<file path="config.mk">
export PLATFORM = sky130hd
export DESIGN_NAME = arm7tdmi_prefetch_queue
export DESIGN_NICKNAME = d
export VERILOG_FILES = /design/src/rtl/arm7tdmi_pkg.sv /design/src/rtl/arm7tdmi_prefetch_queue.sv
export SDC_FILE = /design/constraint.sdc
export NUM_CORES = 1
export LEC_CHECK = 0
export CORE_MARGIN = 10
export CORE_UTILIZATION = 45
export DETAILED_ROUTE_END_ITERATION = 16
export PLACE_DENSITY_LB_ADDON = 0.12
export SLEW_MARGIN = 20
export SYNTH_ARGS = -nofsm -noshare
export SYNTH_HDL_FRONTEND = slang
export SYNTH_SLANG_ARGS = --single-unit
export TNS_END_PERCENT = 20
</file>
<file path="constraint.sdc">
create_clock -name clk -period 3.6 [get_ports clk]
set_input_delay 1.08 -clock clk [delete_from_list [all_inputs] [get_ports clk]]
set_output_delay 1.08 -clock clk [all_outputs]
set_load 0.02 [all_outputs]
</file>
<file path="src/rtl/arm7tdmi_pkg.sv">
// Types and defaults shared by the ARM7TDMI front-end blocks.
// fetch_pkt_t is the unit of transfer between the fetch unit, the prefetch queue and decode.
package arm7tdmi_pkg;

    localparam int PQ_DEPTH_DEFAULT = 3;

    typedef struct packed {
        logic [31:0] instr;
        logic [31:0] pc;
        logic        thumb;
        logic        abort;
    } fetch_pkt_t;

endpackage

</file>
<file path="src/rtl/arm7tdmi_prefetch_queue.sv">
// In-order instruction queue between fetch and decode.
// Absorbs decode backpressure, stalls fetch when full, and empties in one cycle on flush.
module arm7tdmi_prefetch_queue
    import arm7tdmi_pkg::*;
#(
    parameter int DEPTH = PQ_DEPTH_DEFAULT
) (
    input  logic                       clk,
    input  logic                       rst_n,
    input  logic                       in_valid,
    input  logic [31:0]                in_instr,
    input  logic [31:0]                in_pc,
    input  logic                       in_thumb,
    input  logic                       in_abort,
    output logic                       in_stall,
    output logic                       out_valid,
    output logic [31:0]                out_instr,
    output logic [31:0]                out_pc,
    output logic                       out_thumb,
    output logic                       out_abort,
    input  logic                       out_ready,
    input  logic                       flush,
    output logic [$clog2(DEPTH+1)-1:0] count
);

    localparam int PTR_W = $clog2(DEPTH);
    localparam int CNT_W = $clog2(DEPTH + 1);
    localparam logic [PTR_W-1:0] LAST_PTR = PTR_W'(DEPTH - 1);
    localparam logic [CNT_W-1:0] FULL_CNT = CNT_W'(DEPTH);

    // Explicit wrap so DEPTH does not have to be a power of two.
    function automatic logic [PTR_W-1:0] next_ptr(input logic [PTR_W-1:0] p);
        return (p == LAST_PTR) ? '0 : p + PTR_W'(1);
    endfunction

    fetch_pkt_t       mem_q [DEPTH];
    fetch_pkt_t       mem_d [DEPTH];
    logic [PTR_W-1:0] wr_ptr_q, wr_ptr_d;
    logic [PTR_W-1:0] rd_ptr_q, rd_ptr_d;
    logic [CNT_W-1:0] count_q, count_d;

    logic       push;
    logic       pop;
    fetch_pkt_t in_pkt;
    fetch_pkt_t head;

    // Status comes from registered occupancy only, so out_ready never reaches in_stall.
    assign in_stall  = (count_q == FULL_CNT);
    assign out_valid = (count_q != '0);
    assign push      = in_valid & ~in_stall & ~flush;
    assign pop       = out_valid & out_ready & ~flush;
    assign count     = count_q;

    assign in_pkt = '{instr: in_instr, pc: in_pc, thumb: in_thumb, abort: in_abort};
    assign head   = mem_q[rd_ptr_q];

    assign out_instr = head.instr;
    assign out_pc    = head.pc;
    assign out_thumb = head.thumb;
    assign out_abort = head.abort;

    always_comb begin
        mem_d    = mem_q;
        wr_ptr_d = wr_ptr_q;
        rd_ptr_d = rd_ptr_q;
        count_d  = count_q;
        if (flush) begin
            // Payload is left in place; only the pointers and occupancy define validity.
            wr_ptr_d = '0;
            rd_ptr_d = '0;
            count_d  = '0;
        end else begin
            if (push) begin
                mem_d[wr_ptr_q] = in_pkt;
                wr_ptr_d        = next_ptr(wr_ptr_q);
            end
            if (pop) begin
                rd_ptr_d = next_ptr(rd_ptr_q);
            end
            case ({push, pop})
                2'b10:   count_d = count_q + CNT_W'(1);
                2'b01:   count_d = count_q - CNT_W'(1);
                default: count_d = count_q;
            endcase
        end
    end

    always_ff @(posedge clk or negedge rst_n) begin
        if (!rst_n) begin
            for (int i = 0; i < DEPTH; i++) begin
                mem_q[i] <= '0;
            end
            wr_ptr_q <= '0;
            rd_ptr_q <= '0;
            count_q  <= '0;
        end else begin
            mem_q    <= mem_d;
            wr_ptr_q <= wr_ptr_d;
            rd_ptr_q <= rd_ptr_d;
            count_q  <= count_d;
        end
    end

    a_no_overflow: assert property (@(posedge clk) disable iff (!rst_n)
        count_q <= FULL_CNT);
    a_no_underflow: assert property (@(posedge clk) disable iff (!rst_n)
        !(pop && count_q == '0));
    a_no_push_when_full: assert property (@(posedge clk) disable iff (!rst_n)
        !(push && count_q == FULL_CNT));

endmodule
</file>
==> results.json <==
{
  "worstPathMaxFanout": 13,
  "cts.path.max_buffers": 3,
  "syn_inst": 672,
  "yosysUniqueCellTypes": 28,
  "startpoint_type": "register",
  "dp_hpwl_um": 14100,
  "yosysWarnings": 0,
  "synth.area.top_cells": "dfrtp_1 (55%), mux2_2 (14%), mux2_4 (11%)",
  "synth_nets": 743,
  "syn_area_mm2": 0.00932,
  "post-route-drc-count": 0,
  "gr-total-overflow": 0,
  "clock.fmax_mhz": 290,
  "yosysTopAreaCell": "dfrtp_1",
  "grt_max_degree": 81,
  "cts.sinks": 204,
  "die_area_mm2": 0.0269,
  "drtPass1Iterations": 4,
  "worst_slew_pin_slew_ns": 0.666,
  "leakage_nw": 5.21,
  "avgSynthCellArea_um2": 13.9,
  "start_util": 0.459,
  "power_density_mw_per_mm2": 638,
  "hold_viol": 0,
  "nets": 887,
  "gp_congestion": 0.779,
  "fp.dieH_um": 164,
  "cts_root_buf": "clkbuf_16",
  "seqPwrFrac": 0.434,
  "portBuffers": 140,
  "finalWirelength_um": 22000,
  "period_share": 0.957,
  "cts_made_buffers": 23,
  "slowest_stage": "clkdlybuf4s50_1",
  "hold_path_class": "register to register",
  "maxSlewHeadroom": 0.556,
  "required_ns": 2.52,
  "crit_chain": "buf_4, mux2i_1, o21ai_0, clkdlybuf4s50_1",
  "grt_setup_unrepaired": "no",
  "drive_above_1_share": 0.304,
  "fin_tns_setup_ns": 0,
  "cts_setup_buffers": 1,
  "outcome": "finished, final reports clean",
  "die_w_um": 164,
  "insertion_delay_ns": 0.49,
  "end_kind": "primary output",
  "seq_area_mm2": 0.00511,
  "p_comb_frac": 0.271,
  "antenna_found_initial": 0,
  "htreeDepth": 1,
  "setup_viol": 0,
  "path_class": "register to primary output",
  "core_area_mm2": 0.0203,
  "max-vdd-ir-drop_uv": 364,
  "min_period_ns": 3.45,
  "multi_input_area_mm2": 0.00395,
  "cts_resized": 0,
  "ios": 141,
  "yosysTopAreaCellShare": 0.548,
  "hold_buffers": 0,
  "drt_iter0_drc": 312,
  "rows": 52,
  "grt_usage": 0.164,
  "slew_violations": 0,
  "viasPerCell": 5.28,
  "n_fill_cell": 1654,
  "ys_ff_latch": 204,
  "cap_violations": 0,
  "ys_seq_area_frac": 0.548,
  "syn_to_final_growth_pct": 27.0,
  "internal_power_w": 0.00547,
  "power.share.switching": 0.275,
  "grt_pass1_vias": 6476,
  "antenna_left": 0,
  "cts_tree": "done",
  "p_sw_w": 0.00208,
  "cp_data_arrival_time_ns": 2.37,
  "cts.clk_slew.worst_paths_ns": 0.06,
  "final_util": 0.583,
  "fin_skew_ns": 0.00589,
  "antenna_cells": 0,
  "grt_pass1_wl_um": 35700,
  "max_stage_delay_ns": 0.68,
  "wl_per_cell_um": 20.0,
  "vias": 5812,
  "p_clk_frac": 0.295
}
[worst max-delay path, delay by kind of cell, from the launching register on]
kind	cells	cell delay, ns
buf+inv	2	0.92
flops	1	0.52
compound gates	1	0.29
mux	1	0.14
[power by group through the flow]
stage / Clock (W) / Combinational, W / Sequential (W)
after floorplan: 0 / 0.00130 / 0.00320
after global placement: 0 / 0.00201 / 0.00327
after detailed placement: 0 / 0.00206 / 0.00332
after CTS: 0.00229 / 0.00208 / 0.00328
after global routing: 0.00240 / 0.00220 / 0.00336
final: 0.00223 / 0.00204 / 0.00328
[per-layer routing]
layer,vias to the layer above,GRT usage,share of wire
li1,2665,-,-
met1,2997,0.211,0.45
met2,121,0.273,0.48
met3,29,0.0426,0.055
met4,0,0.0386,0.015
met5,-,0,0
[final cells by class]
class,instances,share of cell area
Clock buffer,32,0.0557
Tap cell,270,0.0286
Multi-Input combinational cell,424,0.334
Timing Repair Buffer,162,0.144
Inverter,1,0.000317
Clock inverter,7,0.00508
Sequential cell,204,0.432
[sequential cells by signal, summed over array words and instances, names as in the netlist]
signal,count
count,2
rd_ptr_q,2
wr_ptr_q,2
mem_q,198
[synth_stat cells]
cell / n
buf_1: 5
buf_2: 17
and2b_2: 1
nor2b_1: 1
dfrtp_1: 204
mux2_1: 16
clkbuf_1: 8
nand3b_1: 1
buf_6: 13
o22ai_1: 1
inv_1: 1
nand4b_4: 1
nand2_1: 70
nand3_2: 1
o21ai_0: 66
nand2b_1: 1
nand4b_2: 1
mux2i_1: 66
mux2_4: 69
or3_1: 1
a2bb2oi_1: 1
or2_2: 2
a21oi_1: 5
a311oi_1: 1
or3b_2: 1
a21bo_2: 2
mux2_2: 113
nor2_1: 3
[final timing paths]
check / startpoint / to / slack, ns / depth (start not counted)
min in group asynchronous: rst_n / mem_q[53]$_DFFE_PN0P_ / 0.61 / 1
worst max-delay path: rd_ptr_q[0]$_DFFE_PN0P_ / out_pc[22] / 0.15 / 4
max in group asynchronous: rst_n / mem_q[168]$_DFFE_PN0P_ / 2.17 / 2
worst max register to register: count[1]$_DFFE_PN0P_ / mem_q[9]$_DFFE_PN0P_ / 1.63 / 4
worst min-delay path: mem_q[195]$_DFFE_PN0P_ / mem_q[195]$_DFFE_PN0P_ / 0.49 / 1
worst min register to register: mem_q[195]$_DFFE_PN0P_ / mem_q[195]$_DFFE_PN0P_ / 0.49 / 1
[layout by cell type (no fill, tap or decap), types with 11 or more instances in the layout]
cell	Yosys	final
clkbuf_16	0	23
mux2_2	113	113
dfrtp_1	204	202
buf_12	0	11
clkdlybuf4s50_1	0	139
o21ai_0	66	66
mux2i_1	66	66
buf_4	0	11
mux2_1	16	16
mux2_4	69	69
nand2_1	70	70
[metrics by stage]
step	hold slack, ns	total power [W]	std cells	instance area (um^2)	setup slack, ns
after floorplan	0.464	0.00450	672	9320	0.990
after detailed placement	0.481	0.00538	1060	11100	0.503
final	0.491	0.00755	1100	11800	0.155
after global placement	0.473	0.00528	1060	11100	0.511
after global routing	0.503	0.00796	1100	11800	0.0738
after CTS	0.494	0.00765	1100	11800	0.114
[cell families (layout without fill, tap and decap cells)]
group | count (synthesis) | count (layout) | synth area share
AOI/OAI and AO/OA | 76 | 76 | 0.0428
buffers and inverters | 44 | 202 | 0.0305
DFF | 204 | 204 | 0.548
muxes | 264 | 264 | 0.338
and+or+nand+nor | 84 | 84 | 0.0407
Note: power is estimated with default switching activity, not from simulation.
